**config.mk**
```make
export PLATFORM = sky130hd
export DESIGN_NAME = axis_rate_mon_flat
export DESIGN_NICKNAME = d
export VERILOG_FILES = /design/src/rtl/axis_mon_pkg.sv /design/src/rtl/axis_rate_mon_if.sv /design/src/rtl/axis_mon_chan.sv /design/src/rtl/axis_rate_mon.sv /design/src/flat_wrapper.sv
export SDC_FILE = /design/constraint.sdc
export NUM_CORES = 2
export LEC_CHECK = 0
export BUFFER_PORTS_ARGS = -buffer_cell sky130_fd_sc_hd__buf_2
export CORE_AREA = 2 2 442 444
export CTS_BUF_LIST = sky130_fd_sc_hd__clkbuf_4
export DETAILED_ROUTE_END_ITERATION = 12
export DIE_AREA = 0 0 444 446
export PLACE_DENSITY = 0.68
export SLEW_MARGIN = 30
export SYNTH_ARGS = -nofsm -noshare
export SYNTH_HDL_FRONTEND = slang
export SYNTH_SLANG_ARGS = --single-unit
```
**constraint.sdc**
```tcl
create_clock -name clk -period 5.1 [get_ports clk]
set_input_delay 0 -clock clk [delete_from_list [all_inputs] [get_ports clk]]
set_output_delay 0 -clock clk [all_outputs]
set_load 0.02 [all_outputs]
```
**src/rtl/axis_mon_pkg.sv**
```systemverilog
// Shared types and default sizing for the AXI4-stream rate monitor.
package axis_mon_pkg;
    localparam int NCHAN_DEF    = 16;
    localparam int CNTWIDTH_DEF = 32;
    localparam int WINWIDTH_DEF = 24;

    typedef enum logic [1:0] {
        ST_IDLE,
        ST_ARMED,
        ST_RUN
    } mon_state_e;
endpackage

```
**src/rtl/axis_rate_mon_if.sv**
```systemverilog
// Per-channel tvalid/tready taps observed by the rate monitor.
interface axis_rate_mon_if
    import axis_mon_pkg::*;
#(
    parameter int NCHAN = NCHAN_DEF
) ();
    logic [NCHAN-1:0] tvalid;
    logic [NCHAN-1:0] tready;

    modport master (output tvalid, output tready);
    modport slave  (input  tvalid, input  tready);
endinterface

```
**src/rtl/axis_mon_chan.sv**
```systemverilog
// One monitored channel: tap register, saturating live counters, snapshots, sticky sat.
module axis_mon_chan
    import axis_mon_pkg::*;
#(
    parameter int CNTWIDTH = CNTWIDTH_DEF
) (
    input  logic                clk,
    input  logic                reset,
    input  logic                tvalid,
    input  logic                tready,
    input  logic                cnt_en,
    input  logic                commit,
    input  logic                live_clr,
    input  logic                snap_clr,
    output logic [CNTWIDTH-1:0] beat_cnt,
    output logic [CNTWIDTH-1:0] stall_cnt,
    output logic                sat
);
    logic                tvalid_p1, tready_p1;
    logic [CNTWIDTH-1:0] beat_live, stall_live;
    logic [CNTWIDTH-1:0] beat_nxt, stall_nxt;
    logic                beat_inc, stall_inc, sat_hit;

    function automatic logic [CNTWIDTH-1:0] sat_add(input logic [CNTWIDTH-1:0] a,
                                                    input logic inc);
        if (inc && (a != '1)) return a + CNTWIDTH'(1);
        return a;
    endfunction

    assign beat_inc  = cnt_en & tvalid_p1 & tready_p1;
    assign stall_inc = cnt_en & ~tvalid_p1 & tready_p1;
    assign beat_nxt  = sat_add(beat_live, beat_inc);
    assign stall_nxt = sat_add(stall_live, stall_inc);
    // sat flags any counting cycle that leaves a counter pinned at all-ones
    assign sat_hit   = (beat_inc && (beat_nxt == '1)) || (stall_inc && (stall_nxt == '1));

    always_ff @(posedge clk) begin
        if (reset) begin
            tvalid_p1  <= 1'b0;
            tready_p1  <= 1'b0;
            beat_live  <= '0;
            stall_live <= '0;
            beat_cnt   <= '0;
            stall_cnt  <= '0;
            sat        <= 1'b0;
        end else begin
            // p1: taps registered once, counting works on the delayed copy
            tvalid_p1 <= tvalid;
            tready_p1 <= tready;

            if (live_clr || commit) begin
                beat_live  <= '0;
                stall_live <= '0;
            end else if (cnt_en) begin
                beat_live  <= beat_nxt;
                stall_live <= stall_nxt;
            end

            if (commit) begin
                beat_cnt  <= beat_nxt;
                stall_cnt <= stall_nxt;
            end else if (snap_clr) begin
                beat_cnt  <= '0;
                stall_cnt <= '0;
            end

            if (snap_clr || live_clr) sat <= 1'b0;
            else if (sat_hit)         sat <= 1'b1;
        end
    end
endmodule

```
**src/rtl/axis_rate_mon.sv**
```systemverilog
// Windowed beat/underrun rate monitor over NCHAN AXI4-stream taps.
module axis_rate_mon
    import axis_mon_pkg::*;
#(
    parameter int NCHAN    = NCHAN_DEF,
    parameter int CNTWIDTH = CNTWIDTH_DEF,
    parameter int WINWIDTH = WINWIDTH_DEF
) (
    input  logic                      clk,
    input  logic                      reset,
    axis_rate_mon_if.slave            taps,
    input  logic [WINWIDTH-1:0]       win_len,
    input  logic                      stb_start,
    input  logic                      stb_stop,
    input  logic                      stb_clear,
    input  logic                      trigmode,
    input  logic                      trig,
    input  logic                      continuous,
    output logic [NCHAN*CNTWIDTH-1:0] beat_cnt,
    output logic [NCHAN*CNTWIDTH-1:0] stall_cnt,
    output logic [NCHAN-1:0]          sat,
    output logic                      busy,
    output logic                      done,
    output logic [15:0]               nwin
);
    mon_state_e          state, state_nxt;
    logic [WINWIDTH-1:0] wlen_lat, wrem;
    logic                cnt_en, commit, start_ok, win_end;

    function automatic logic [WINWIDTH-1:0] clamp_len(input logic [WINWIDTH-1:0] len);
        return (len == '0) ? WINWIDTH'(1) : len;
    endfunction

    assign win_end = (wrem == WINWIDTH'(1));
    assign busy    = (state != ST_IDLE);

    always_comb begin
        state_nxt = state;
        cnt_en    = 1'b0;
        commit    = 1'b0;
        start_ok  = 1'b0;
        case (state)
            ST_IDLE: begin
                if (stb_start && !stb_stop) begin
                    start_ok  = 1'b1;
                    state_nxt = trigmode ? ST_ARMED : ST_RUN;
                end
            end
            ST_ARMED, ST_RUN: begin
                if (stb_stop) begin
                    state_nxt = ST_IDLE;
                end else if (state == ST_RUN || trig) begin
                    // the trigger cycle itself is the first counted cycle
                    cnt_en    = 1'b1;
                    state_nxt = ST_RUN;
                    if (win_end) begin
                        commit = 1'b1;
                        if (!continuous) state_nxt = ST_IDLE;
                    end
                end
            end
            default: state_nxt = ST_IDLE;
        endcase
    end

    always_ff @(posedge clk) begin
        if (reset) begin
            state    <= ST_IDLE;
            wlen_lat <= '0;
            wrem     <= '0;
            done     <= 1'b0;
            nwin     <= '0;
        end else begin
            state <= state_nxt;
            done  <= commit;
            if (start_ok) begin
                wlen_lat <= clamp_len(win_len);
                wrem     <= clamp_len(win_len);
            end else if (cnt_en) begin
                wrem <= commit ? wlen_lat : wrem - WINWIDTH'(1);
            end
            if (stb_clear)   nwin <= '0;
            else if (commit) nwin <= nwin + 16'd1;
        end
    end

    for (genvar i = 0; i < NCHAN; i++) begin : g_chan
        axis_mon_chan #(.CNTWIDTH(CNTWIDTH)) u_chan (
            .clk       (clk),
            .reset     (reset),
            .tvalid    (taps.tvalid[i]),
            .tready    (taps.tready[i]),
            .cnt_en    (cnt_en),
            .commit    (commit),
            .live_clr  (start_ok),
            .snap_clr  (stb_clear),
            .beat_cnt  (beat_cnt[i*CNTWIDTH +: CNTWIDTH]),
            .stall_cnt (stall_cnt[i*CNTWIDTH +: CNTWIDTH]),
            .sat       (sat[i])
        );
    end
endmodule

```
**src/flat_wrapper.sv**
```systemverilog
// flat-port wrapper written by rule: the top's interface ports become plain ports
module axis_rate_mon_flat import axis_mon_pkg::*;
#(
    parameter int NCHAN    = NCHAN_DEF,
    parameter int CNTWIDTH = CNTWIDTH_DEF,
    parameter int WINWIDTH = WINWIDTH_DEF
)
  (clk, reset, win_len, stb_start, stb_stop, stb_clear, trigmode, trig, continuous, beat_cnt, stall_cnt, sat, busy, done, nwin, taps_tvalid, taps_tready);
  axis_rate_mon_if #(.NCHAN(NCHAN)) taps_i ();
  input  logic clk;
  input  logic reset;
  input  logic [WINWIDTH-1:0] win_len;
  input  logic stb_start;
  input  logic stb_stop;
  input  logic stb_clear;
  input  logic trigmode;
  input  logic trig;
  input  logic continuous;
  output logic [NCHAN*CNTWIDTH-1:0] beat_cnt;
  output logic [NCHAN*CNTWIDTH-1:0] stall_cnt;
  output logic [NCHAN-1:0] sat;
  output logic busy;
  output logic done;
  output logic [15:0] nwin;
  input wire logic [$bits(taps_i.tvalid)-1:0] taps_tvalid;
  input wire logic [$bits(taps_i.tready)-1:0] taps_tready;
  assign taps_i.tvalid = taps_tvalid;
  assign taps_i.tready = taps_tready;
  axis_rate_mon #(.NCHAN(NCHAN), .CNTWIDTH(CNTWIDTH), .WINWIDTH(WINWIDTH)) u_core (.clk(clk), .reset(reset), .taps(taps_i), .win_len(win_len), .stb_start(stb_start), .stb_stop(stb_stop), .stb_clear(stb_clear), .trigmode(trigmode), .trig(trig), .continuous(continuous), .beat_cnt(beat_cnt), .stall_cnt(stall_cnt), .sat(sat), .busy(busy), .done(done), .nwin(nwin));
endmodule
```
==> run metrics <==
worst vdd ir=0.194 mV; clock skew=0.102 ns; I/O Buffers=1121; fin worst setup slack=0.573 ns; asr flop ratio synth=0%; total die area=0.198 mm^2; Reg clk slew, reported paths=0.07 ns; Post-Synthesis Cells=10543; DRC=0; DRT Pass-1 Iters=6; chip width=444 um; most frequent cells in the layout=dfxtp_1 (2163), nor2_1 (1527), nand2_1 (1526); final wirelength=324000 um; Final setup viols=0; MaxCap Viol Count=0; clock sinks=2163; routability-driven placement congestion ratio=0.980; Seq/Total Area, Yosys=48.8%; Top FF cell, synth=dfxtp_1; Switching Share=24.4%; RSZ-0062 raised after global routing=no; Skew-Pair Late Insertion Delay=1.44 ns; Worst Path Required=6.34 ns; Pleak=0.0397 uW; Post-synth EDFFs=0; CTS tree=done; commonest non-fill, non-tap cell in the layout=dfxtp_1; max-slew violations=0; Clock power frac=45.8%; combinational power share=3.1%; first-pass GRT wire length=481000 um; final hold violations=0; detailed placement HPWL=243000 um; H-tree levels=6; effective utilization at floorplan=45.8%; grt ovf=0; Critical Path AT=5.77 ns; run status=finished, final reports clean; CP startpoint=u_core.wrem[18]; internal power=25100 uW; Max transition margin=30.5%; most used cell, CP=dlygate4sd3_1; Critical Path Source Type=flop; synth warn=0; Setup crit end kind=flop; largest net degree at the start of global routing=163; mapped cell area=0.0887 mm^2; Crit-path slowest cell=or4b_4; Tmin final=4.53 ns; Site Rows=162; origin of the worst min-delay path=stb_stop; CP Class=reg2reg; NumNets Final=12149; Core ar.=0.194 mm^2; Routed wire per std cell=21.6 um; number of buffers created by CTS=591; Psw=8120 uW; CP delay by family, top=simple AND/OR/NAND/NOR gates; Seq pwr share=51.1%; setup_tns=0 ns; syn_nets=10645; Final Cycle Share=88.8%; dpl ws=0.684 ns; I/O Pins=1122; Via density=5.57; FF+latch count, synth=2163; Layout area overhead=19.2%; Post-DRT Antenna Nets=0; postcts setup bufs=0; syn_area_per_cell=8.41 um^2; worst path cell trace=or4_1 -> or4b_4 -> or2_2 -> nor2_1 -> o22ai_1 -> dlygate4sd3_1 -> nand2_1 -> dlygate4sd3_1 -> a21oi_1 -> dlygate4sd3_1; initial antenna violation count=18; GRT Util Overall=31.3%; Clock Tree Buf Depth=4; via count of the routed design=83538; worst slew pin tran=1.03 ns; CTS root buf=clkbuf_4; placed cells=13802; crit path max fanout=22; R2R Path Start=u_core.wrem[18]; Bufs and invs on worst path=3; slowest stage delay, CP=0.61 ns; fillcell total=18245; share of cells above drive strength 1=17.8%; synth unique cells=105; total power=33300 uW; max frequency=0.221 GHz; 1st-iter DRT viols=6641; Final Non-Filler Cells=14990; die span in y=446 um; Hold WC Path Type=in2reg; Pwr per Cell Area=315 mW/mm^2; vias in the first global route=79488
## Yosys cell counts, drive strengths merged, types with 8 or more instances
master	count	area [um^2]
dfxtp	2163	43300
nor2	1533	5770
nand2	1527	5730
o21ai	1088	5450
nand3	498	2490
xor2	492	4310
xnor2	447	3920
nand4	396	2480
clkbuf	387	1450
nor3	236	1230
and3	222	1390
nor4	211	1490
a21oi	143	723
and4	129	1130
buf	118	636
inv	103	387
or4	91	687
nor2b	78	488
and2	70	438
mux2i	58	581
or3	54	343
nor4b	41	384
a31oi	40	256
or2	39	246
ha	38	475
nor3b	26	200
a211oi	25	210
nand4b	24	244
nand3b	22	169
nand2b	19	119
o22ai	18	113
o31ai	18	135
a2111oi	17	195
o211ai	16	120
o2111ai	11	96.3
a21boi	10	78.8
a21o	9	67.6
a41o	8	80.1
o41ai	8	85.1
or4b	8	83.8
## logic make-up after synthesis
logic type / share of synthesized area (%)
and+or+nand+nor: 28.5
muxes: 0.743
xor gates and xnor gates: 9.27
buffers and inverters: 2.79
adders and majority gates: 0.536
AOI/OAI and AO/OA: 9.35
DFF: 48.8
## registers in the layout, summed over array words and instances, names as in the netlist
| name | cells |
|---|---|
| u_core.g_chan.u_chan.stall_live | 512 |
| u_core.g_chan.u_chan.tready_p1 | 16 |
| u_core.g_chan.u_chan.sat | 16 |
| u_core.g_chan.u_chan.beat_cnt | 512 |
| u_core.wlen_lat | 24 |
| u_core.wrem | 24 |
| u_core.state | 2 |
| u_core.g_chan.u_chan.stall_cnt | 512 |
| u_core.g_chan.u_chan.beat_live | 512 |
| u_core.g_chan.u_chan.tvalid_p1 | 16 |
| u_core.nwin | 16 |
| u_core.done | 1 |
## worst paths after layout
kind                                                        endpoint  slack (ns)  cells past startpoint
worst max-delay path                                 u_core.state[1]        0.57                     10
worst min register to register  u_core.g_chan[8].u_chan.beat_cnt[27]        0.44                      2
worst max register to register                       u_core.state[1]        0.57                     10
worst min-delay path            u_core.g_chan[2].u_chan.beat_live[6]        0.27                      7
## final cells by class
cell class | instances | area [um^2] | area share (%)
sequential | 2163 | 43300 | 41.0
inverter | 103 | 387 | 0.366
antenna | 10 | 25.0 | 0.0237
timing repair buffer | 1416 | 8710 | 8.23
clock buffer | 826 | 6200 | 5.87
multi-input combinational | 7772 | 43000 | 40.7
tap | 2542 | 3180 | 3.01
clock inverter | 158 | 895 | 0.846
## layer usage
metal  global-route usage [%]  up-vias  wire length [um]
li1                         -    39811                 -
met5                        0        -                51
met3                     6.60      785             21500
met2                     48.5     3216            144000
met1                     37.9    39718            131000
met4                     24.3        8             27400
## worst reg2reg max path, stage by stage, from the launching register on
cell and delay [ns]:
dfxtp_1 0.35, or4_1 0.59, or4b_4 0.61, or2_2 0.54, nor2_1 0.34, o22ai_1 0.12, dlygate4sd3_1 0.57, nand2_1 0.06
dlygate4sd3_1 0.54, a21oi_1 0.07, dlygate4sd3_1 0.59
## power groups by stage
| stage | registers (uW) | logic, uW | clock network, uW |
|---|---|---|---|
| 3_5_place_dp | 17400 | 908 | 0 |
| 5_1_grt | 17000 | 1110 | 16500 |
| 3_3_place_gp | 17400 | 892 | 0 |
| 6_report | 17000 | 1040 | 15200 |
| 4_1_cts | 17000 | 1030 | 15600 |
| 2_1_floorplan | 17300 | 551 | 0 |
## through the flow
stage          util (%)  hold WS [ns]  instance area (um^2)
6_report           54.6         0.267                106000
5_1_grt            54.6         0.203                106000
4_1_cts            54.6        0.0503                106000
2_1_floorplan         -         0.128                 88700
3_5_place_dp       49.9         0.222                 96600
3_3_place_gp       49.9         0.215                 96600
## repair_timing
item | CTS | global route
endpoints found under the hold margin | 1725 | 0
resized for setup | 0 | 0
setup endpoints to repair | 0 | 0
hold buffers | 194 | 0
(Power assumes the default switching activity.)
